**config.mk**
```make
export PLATFORM = sky130hd
export DESIGN_NAME = seg_scan_ctrl
export DESIGN_NICKNAME = d
export VERILOG_FILES = /design/src/rtl/seg_scan_ctrl.sv
export SDC_FILE = /design/constraint.sdc
export NUM_CORES = 1
export LEC_CHECK = 0
export ABC_AREA = 1
export CORE_MARGIN = 5
export CORE_UTILIZATION = 55
export CTS_CLUSTER_SIZE = 40
export DETAILED_ROUTE_END_ITERATION = 8
export PLACE_DENSITY = 0.79
export SLEW_MARGIN = 25
export SYNTH_ARGS = -nofsm -noshare
export SYNTH_HDL_FRONTEND = slang
export SYNTH_SLANG_ARGS = --single-unit
```
**constraint.sdc**
```tcl
create_clock -name clock -period 3.98 [get_ports clock]
set_clock_uncertainty 0.05 [all_clocks]
set_input_delay 0.398 -clock clock [delete_from_list [all_inputs] [get_ports clock]]
set_output_delay 0.398 -clock clock [all_outputs]
set_load 0.01 [all_outputs]
```
**src/rtl/seg_scan_ctrl.sv**
```systemverilog
// Display scheduler for a 4-digit 7-segment path: round-robin grant of two 16-bit
// sources, frame-aligned swap-in, dead-time digit scan and leading-zero blanking.
module seg_scan_ctrl #(
  parameter int SCAN_DIV = 1000,
  parameter int DEAD     = 16,
  parameter int HOLD     = 50000
) (
  input  logic        clock,
  input  logic        reset,
  input  logic [1:0]  req_valid,
  input  logic [31:0] req_value,
  output logic [1:0]  req_ready,
  input  logic        lz_en,
  output logic [3:0]  nibble,
  output logic [3:0]  digit,
  output logic        owner
);

  localparam int CW = (SCAN_DIV > 1) ? $clog2(SCAN_DIV) : 1;
  localparam int HW = (HOLD > 1) ? $clog2(HOLD) : 1;
  localparam logic [CW-1:0] CNT_LAST  = CW'(SCAN_DIV - 1);
  localparam logic [CW-1:0] CNT_DEAD  = CW'(DEAD);
  localparam logic [HW-1:0] HCNT_INIT = HW'((HOLD > 0) ? HOLD - 1 : 0);

  typedef enum logic [1:0] {ST_OPEN, ST_PEND, ST_HOLD} state_t;

  state_t        state_reg, state_next;
  logic [CW-1:0] cnt_reg, cnt_next;
  logic [1:0]    idx_reg, idx_next;
  logic [15:0]   disp_reg, disp_next;
  logic [15:0]   shadow_reg, shadow_next;
  logic          pend_owner_reg, pend_owner_next;
  logic          rr_reg, rr_next;
  logic          owner_reg, owner_next;
  logic [HW-1:0] hcnt_reg, hcnt_next;
  logic [3:0]    nibble_reg, nibble_next;
  logic [3:0]    digit_reg, digit_next;

  logic          cnt_wrap;
  logic          frame_end;
  logic [1:0]    grant;
  logic [3:0]    blank;

  assign cnt_wrap  = (cnt_reg == CNT_LAST);
  assign frame_end = cnt_wrap && (idx_reg == 2'd3);

  // Digit k is blanked when every digit from k upward is zero; digit 0 always shows.
  assign blank[0] = 1'b0;
  for (genvar gi = 1; gi < 4; gi++) begin : g_blank
    assign blank[gi] = lz_en && (disp_reg[15:4*gi] == '0);
  end

  always_comb begin
    cnt_next    = cnt_wrap ? '0 : cnt_reg + CW'(1);
    idx_next    = cnt_wrap ? idx_reg + 2'd1 : idx_reg;
    nibble_next = disp_reg[4*idx_reg +: 4];
    digit_next  = 4'b0000;
    if (cnt_reg >= CNT_DEAD && !blank[idx_reg])
      digit_next = 4'b0001 << idx_reg;
  end

  always_comb begin
    state_next      = state_reg;
    shadow_next     = shadow_reg;
    pend_owner_next = pend_owner_reg;
    rr_next         = rr_reg;
    disp_next       = disp_reg;
    owner_next      = owner_reg;
    hcnt_next       = hcnt_reg;
    grant           = 2'b00;
    case (state_reg)
      ST_OPEN: begin
        if (rr_reg == 1'b0)
          grant = req_valid[0] ? 2'b01 : (req_valid[1] ? 2'b10 : 2'b00);
        else
          grant = req_valid[1] ? 2'b10 : (req_valid[0] ? 2'b01 : 2'b00);
        if (|(grant & req_valid)) begin
          shadow_next     = grant[1] ? req_value[31:16] : req_value[15:0];
          pend_owner_next = grant[1];
          rr_next         = ~grant[1];
          state_next      = ST_PEND;
        end
      end
      ST_PEND: begin
        // Swap on the same edge as the idx 3->0 wrap so a frame never mixes values.
        if (frame_end) begin
          disp_next  = shadow_reg;
          owner_next = pend_owner_reg;
          if (HOLD == 0) begin
            state_next = ST_OPEN;
          end else begin
            state_next = ST_HOLD;
            hcnt_next  = HCNT_INIT;
          end
        end
      end
      ST_HOLD: begin
        if (hcnt_reg == '0)
          state_next = ST_OPEN;
        else
          hcnt_next = hcnt_reg - HW'(1);
      end
      default: state_next = ST_OPEN;
    endcase
  end

  always_ff @(posedge clock or posedge reset) begin
    if (reset) begin
      state_reg      <= ST_OPEN;
      cnt_reg        <= '0;
      idx_reg        <= '0;
      disp_reg       <= '0;
      shadow_reg     <= '0;
      pend_owner_reg <= 1'b0;
      rr_reg         <= 1'b0;
      owner_reg      <= 1'b0;
      hcnt_reg       <= '0;
      nibble_reg     <= '0;
      digit_reg      <= '0;
    end else begin
      state_reg      <= state_next;
      cnt_reg        <= cnt_next;
      idx_reg        <= idx_next;
      disp_reg       <= disp_next;
      shadow_reg     <= shadow_next;
      pend_owner_reg <= pend_owner_next;
      rr_reg         <= rr_next;
      owner_reg      <= owner_next;
      hcnt_reg       <= hcnt_next;
      nibble_reg     <= nibble_next;
      digit_reg      <= digit_next;
    end
  end

  // Grant is combinational; keep it quiet while reset is held.
  assign req_ready = reset ? 2'b00 : grant;
  assign nibble    = nibble_reg;
  assign digit     = digit_reg;
  assign owner     = owner_reg;

endmodule
```
==> metrics.txt <==
# TYPE chip_impl_metric gauge
chip_impl_info{name="status",value="completed"} 1
chip_impl_metric{name="drt-initial-drc-count",unit=""} 194
chip_impl_metric{name="netlist.area_leader.share",unit="%"} 47.9
chip_impl_metric{name="gpl.final_weighted_congestion",unit=""} 0.888
chip_impl_info{name="min_path_type",value="reg -> reg"} 1
chip_impl_metric{name="grt_antenna_before_repair",unit=""} 0
chip_impl_metric{name="area_growth_syn_to_layout",unit="%"} 17.5
chip_impl_metric{name="die-area",unit="um2"} 8700
chip_impl_metric{name="period_needed",unit="ns"} 3.02
chip_impl_metric{name="post_cts.resized_instances",unit=""} 0
chip_impl_metric{name="async_reset_ff_share",unit="%"} 100
chip_impl_metric{name="hpwl",unit="um"} 5820
chip_impl_info{name="yosys.cell_count.top_type",value="nand2_1"} 1
chip_impl_metric{name="final-hold-violation-count",unit=""} 0
chip_impl_metric{name="cp_max_fo",unit=""} 18
chip_impl_metric{name="detail_route.drc_violations",unit=""} 0
chip_impl_metric{name="global_route.usage.total",unit="%"} 19.7
chip_impl_metric{name="grt_pass1_wl",unit="um"} 13800
chip_impl_info{name="yosys_most_used_dff",value="dfrtp_1"} 1
chip_impl_metric{name="antenna_cells_inserted",unit=""} 0
chip_impl_metric{name="globalRoute.totalOverflow",unit=""} 0
chip_impl_info{name="synth_top_area_cell",value="dfrtp_1"} 1
chip_impl_metric{name="detailroute.via_count",unit=""} 3290
chip_impl_info{name="worst_setup_path_start_kind",value="input pin"} 1
chip_impl_metric{name="setup_viol",unit=""} 0
chip_impl_metric{name="slew_viol_final",unit=""} 0
chip_impl_metric{name="synthesis.area",unit="um2"} 3810
chip_impl_metric{name="cts_hold_buffers",unit=""} 0
chip_impl_metric{name="finalCritPeriodShare",unit="%"} 76.0
chip_impl_metric{name="final_critical_path_setup_slack",unit="ns"} 0.957
chip_impl_metric{name="port_buffers",unit=""} 47
chip_impl_metric{name="count_of_buffers_added_by_post_cts_timing_repair_for_setup",unit=""} 0
chip_impl_metric{name="first_global_vias",unit=""} 3077
chip_impl_metric{name="ir_drop_worst_vdd",unit="uV"} 197
chip_impl_metric{name="layout-drive-gt1-share",unit="%"} 7.46
chip_impl_metric{name="cts_bufs_inserted",unit=""} 9
chip_impl_metric{name="start_util",unit="%"} 56.5
chip_impl_metric{name="clock_insertion_delay_worst_skew",unit="ns"} 0.34
chip_impl_metric{name="synth-warning-count",unit=""} 0
chip_impl_metric{name="postSynthAreaPerCell",unit="um2"} 8.07
chip_impl_metric{name="worstPathArrival",unit="ns"} 2.58
chip_impl_metric{name="setup_total_negative_slack",unit="ns"} 0
chip_impl_metric{name="postSynthNetCount",unit=""} 517
chip_impl_metric{name="p_leak",unit="nW"} 2.28
chip_impl_metric{name="cap_violations",unit=""} 0
chip_impl_info{name="rsz_0062_raised_after_global_routing",value="no"} 1
chip_impl_metric{name="power_per_cell_area",unit="nW/um2"} 292
chip_impl_metric{name="synth_edf_count",unit=""} 0
chip_impl_metric{name="totalWireLength",unit="um"} 8080
chip_impl_info{name="netlist_top_cells_area",value="dfrtp_1, nand2_1, inv_1"} 1
chip_impl_metric{name="post_synthesis_sequential_area_ratio",unit="%"} 47.9
chip_impl_metric{name="synth_seq_cells",unit=""} 73
chip_impl_metric{name="cts_htree_levels",unit=""} 3
chip_impl_metric{name="tightest_slew",unit="ns"} 0.757
chip_impl_metric{name="drt_pass1_iterations",unit=""} 5
chip_impl_metric{name="tritoncts_num_sinks",unit=""} 73
chip_impl_metric{name="vias_per_cell",unit=""} 5.46
chip_impl_info{name="post_synth_most_frequent_cells",value="nand2_1, inv_1, dfrtp_1, nor2_1, o21ai_0"} 1
chip_impl_metric{name="synthDistinctLibCells",unit=""} 31
chip_impl_metric{name="chipWidth",unit="um"} 93.3
chip_impl_metric{name="routedWlPerCell",unit="um"} 13.4
chip_impl_metric{name="floorplan.core_area",unit="um2"} 6760
chip_impl_metric{name="timing.hold.ws",unit="ns"} 0.440
chip_impl_metric{name="cts.reportedPaths.clkPinSlew",unit="ns"} 0.08
chip_impl_metric{name="max_fclk",unit="MHz"} 331
chip_impl_metric{name="nets",unit=""} 562
chip_impl_metric{name="max-clock-path-buffers",unit=""} 2
chip_impl_metric{name="pre_cts_ws",unit="ns"} 0.995
chip_impl_metric{name="floorplan.die.height",unit="um"} 93.3
chip_impl_metric{name="largest_net_degree_at_the_start_of_global_routing",unit=""} 51
chip_impl_metric{name="postSynthCellCount",unit=""} 473
chip_impl_info{name="cts_tree",value="done"} 1
chip_impl_metric{name="worst-endpoint-required",unit="ns"} 3.53
chip_impl_info{name="worstSetupPathType",value="in -> out"} 1
chip_impl_info{name="endpoint_kind",value="output pin"} 1
chip_impl_metric{name="drt.antenna.violating_nets",unit=""} 0
chip_impl_info{name="clk_root_buffer_cell",value="clkbuf_8"} 1
chip_impl_metric{name="n_fill_cell",unit=""} 568
chip_impl_metric{name="ports_placed_on_the_boundary",unit=""} 48
chip_impl_metric{name="worst_slew_margin_rel",unit="%"} 49.5
chip_impl_metric{name="rows",unit=""} 30
==> logic make-up after synthesis <==
family	count (synthesis)	synth area share [%]
DFF	73	47.9
adders and majority gates	7	2.30
xor gates and xnor gates	5	1.15
buffers and inverters	92	10.1
AOI/OAI and AO/OA	63	10.2
and+or+nand+nor	233	28.4
==> metal layers <==
metal / wire (um) / vias up / GRT usage [%]
met5: 0 / - / 0
met1: 3690 / 1543 / 26.5
met3: 422 / 11 / 3.38
met4: 109 / 0 / 6.59
li1: - / 1631 / -
met2: 3860 / 105 / 32.2
==> critical path, stage by stage <==
cell and delay [ns]:
clkdlybuf4s50_1 0.83, inv_1 0.14, o211ai_2 0.61, nor2_1 0.08, clkdlybuf4s50_1 0.51
==> metrics by stage <==
| stage | instance area, um2 | cells | util, % | total power, mW |
|---|---|---|---|---|
| 3_3_place_gp | 4310 | 587 | 63.8 | 0.814 |
| 2_1_floorplan | 3810 | 473 | - | 0.773 |
| 3_5_place_dp | 4310 | 587 | 63.8 | 0.816 |
| 4_1_cts | 4480 | 603 | 66.3 | 1.32 |
| 5_1_grt | 4480 | 603 | 66.3 | 1.36 |
| 6_report | 4480 | 603 | 66.3 | 1.31 |
==> placed cells by master, fill, tap and decap left out <==
cell type	synthesis	routed
clkinv_1	1	1
clkinv_2	1	5
nor2_1	68	68
a21oi_1	5	5
clkinvlp_4	0	2
o21bai_1	1	1
o21ai_0	31	31
clkdlybuf4s50_1	0	47
nor2_4	1	1
o22ai_1	3	3
clkbuf_8	0	9
dfrtp_1	73	73
nand3_4	2	2
nor2_2	3	3
xor2_1	3	3
clkinv_4	0	2
nand2_2	3	3
inv_1	74	73
nand4_1	24	24
o32ai_1	1	1
o211ai_2	1	1
xnor2_1	2	2
nand3_1	26	26
nand2_1	90	90
nor3b_1	1	1
o221ai_1	15	15
o21ai_1	6	6
nand3_2	8	8
nor3_1	6	6
nand3b_1	1	1
buf_4	0	3
ha_1	7	7
==> where the power goes <==
part / internal (mW) / leakage (nW) / switching [mW]
clock: 0.225 / 0.0850 / 0.284
combinational: 0.0337 / 1.29 / 0.0251
sequential: 0.741 / 0.907 / 0
==> path summary, 6_finish.rpt <==
kind / startpoint / to / slack, ns / depth (start not counted)
setup / recovery: req_valid[0] / req_ready[1] / 0.96 / 5
hold / removal: owner / owner / 0.44 / 2
setup reg to reg: hcnt_reg[0] / hcnt_reg[12] / 1.56 / 9
hold reg to reg: owner / owner / 0.44 / 2
max in group asynchronous: reset / hcnt_reg[12] / 2.69 / 3
min in group asynchronous: reset / hcnt_reg[15] / 0.51 / 2
==> area by class of cell <==
| cell class | count | area (um2) | share of cell area (%) |
|---|---|---|---|
| Sequential cell | 73 | 1830 | 40.8 |
| Multi-Input combinational cell | 308 | 1600 | 35.8 |
| Inverter | 76 | 288 | 6.42 |
| Clock inverter | 7 | 47.5 | 1.06 |
| Timing Repair Buffer | 50 | 493 | 11.0 |
| Tap cell | 80 | 100 | 2.23 |
| Clock buffer | 9 | 124 | 2.76 |
Note: power is estimated with default switching activity, not from simulation.
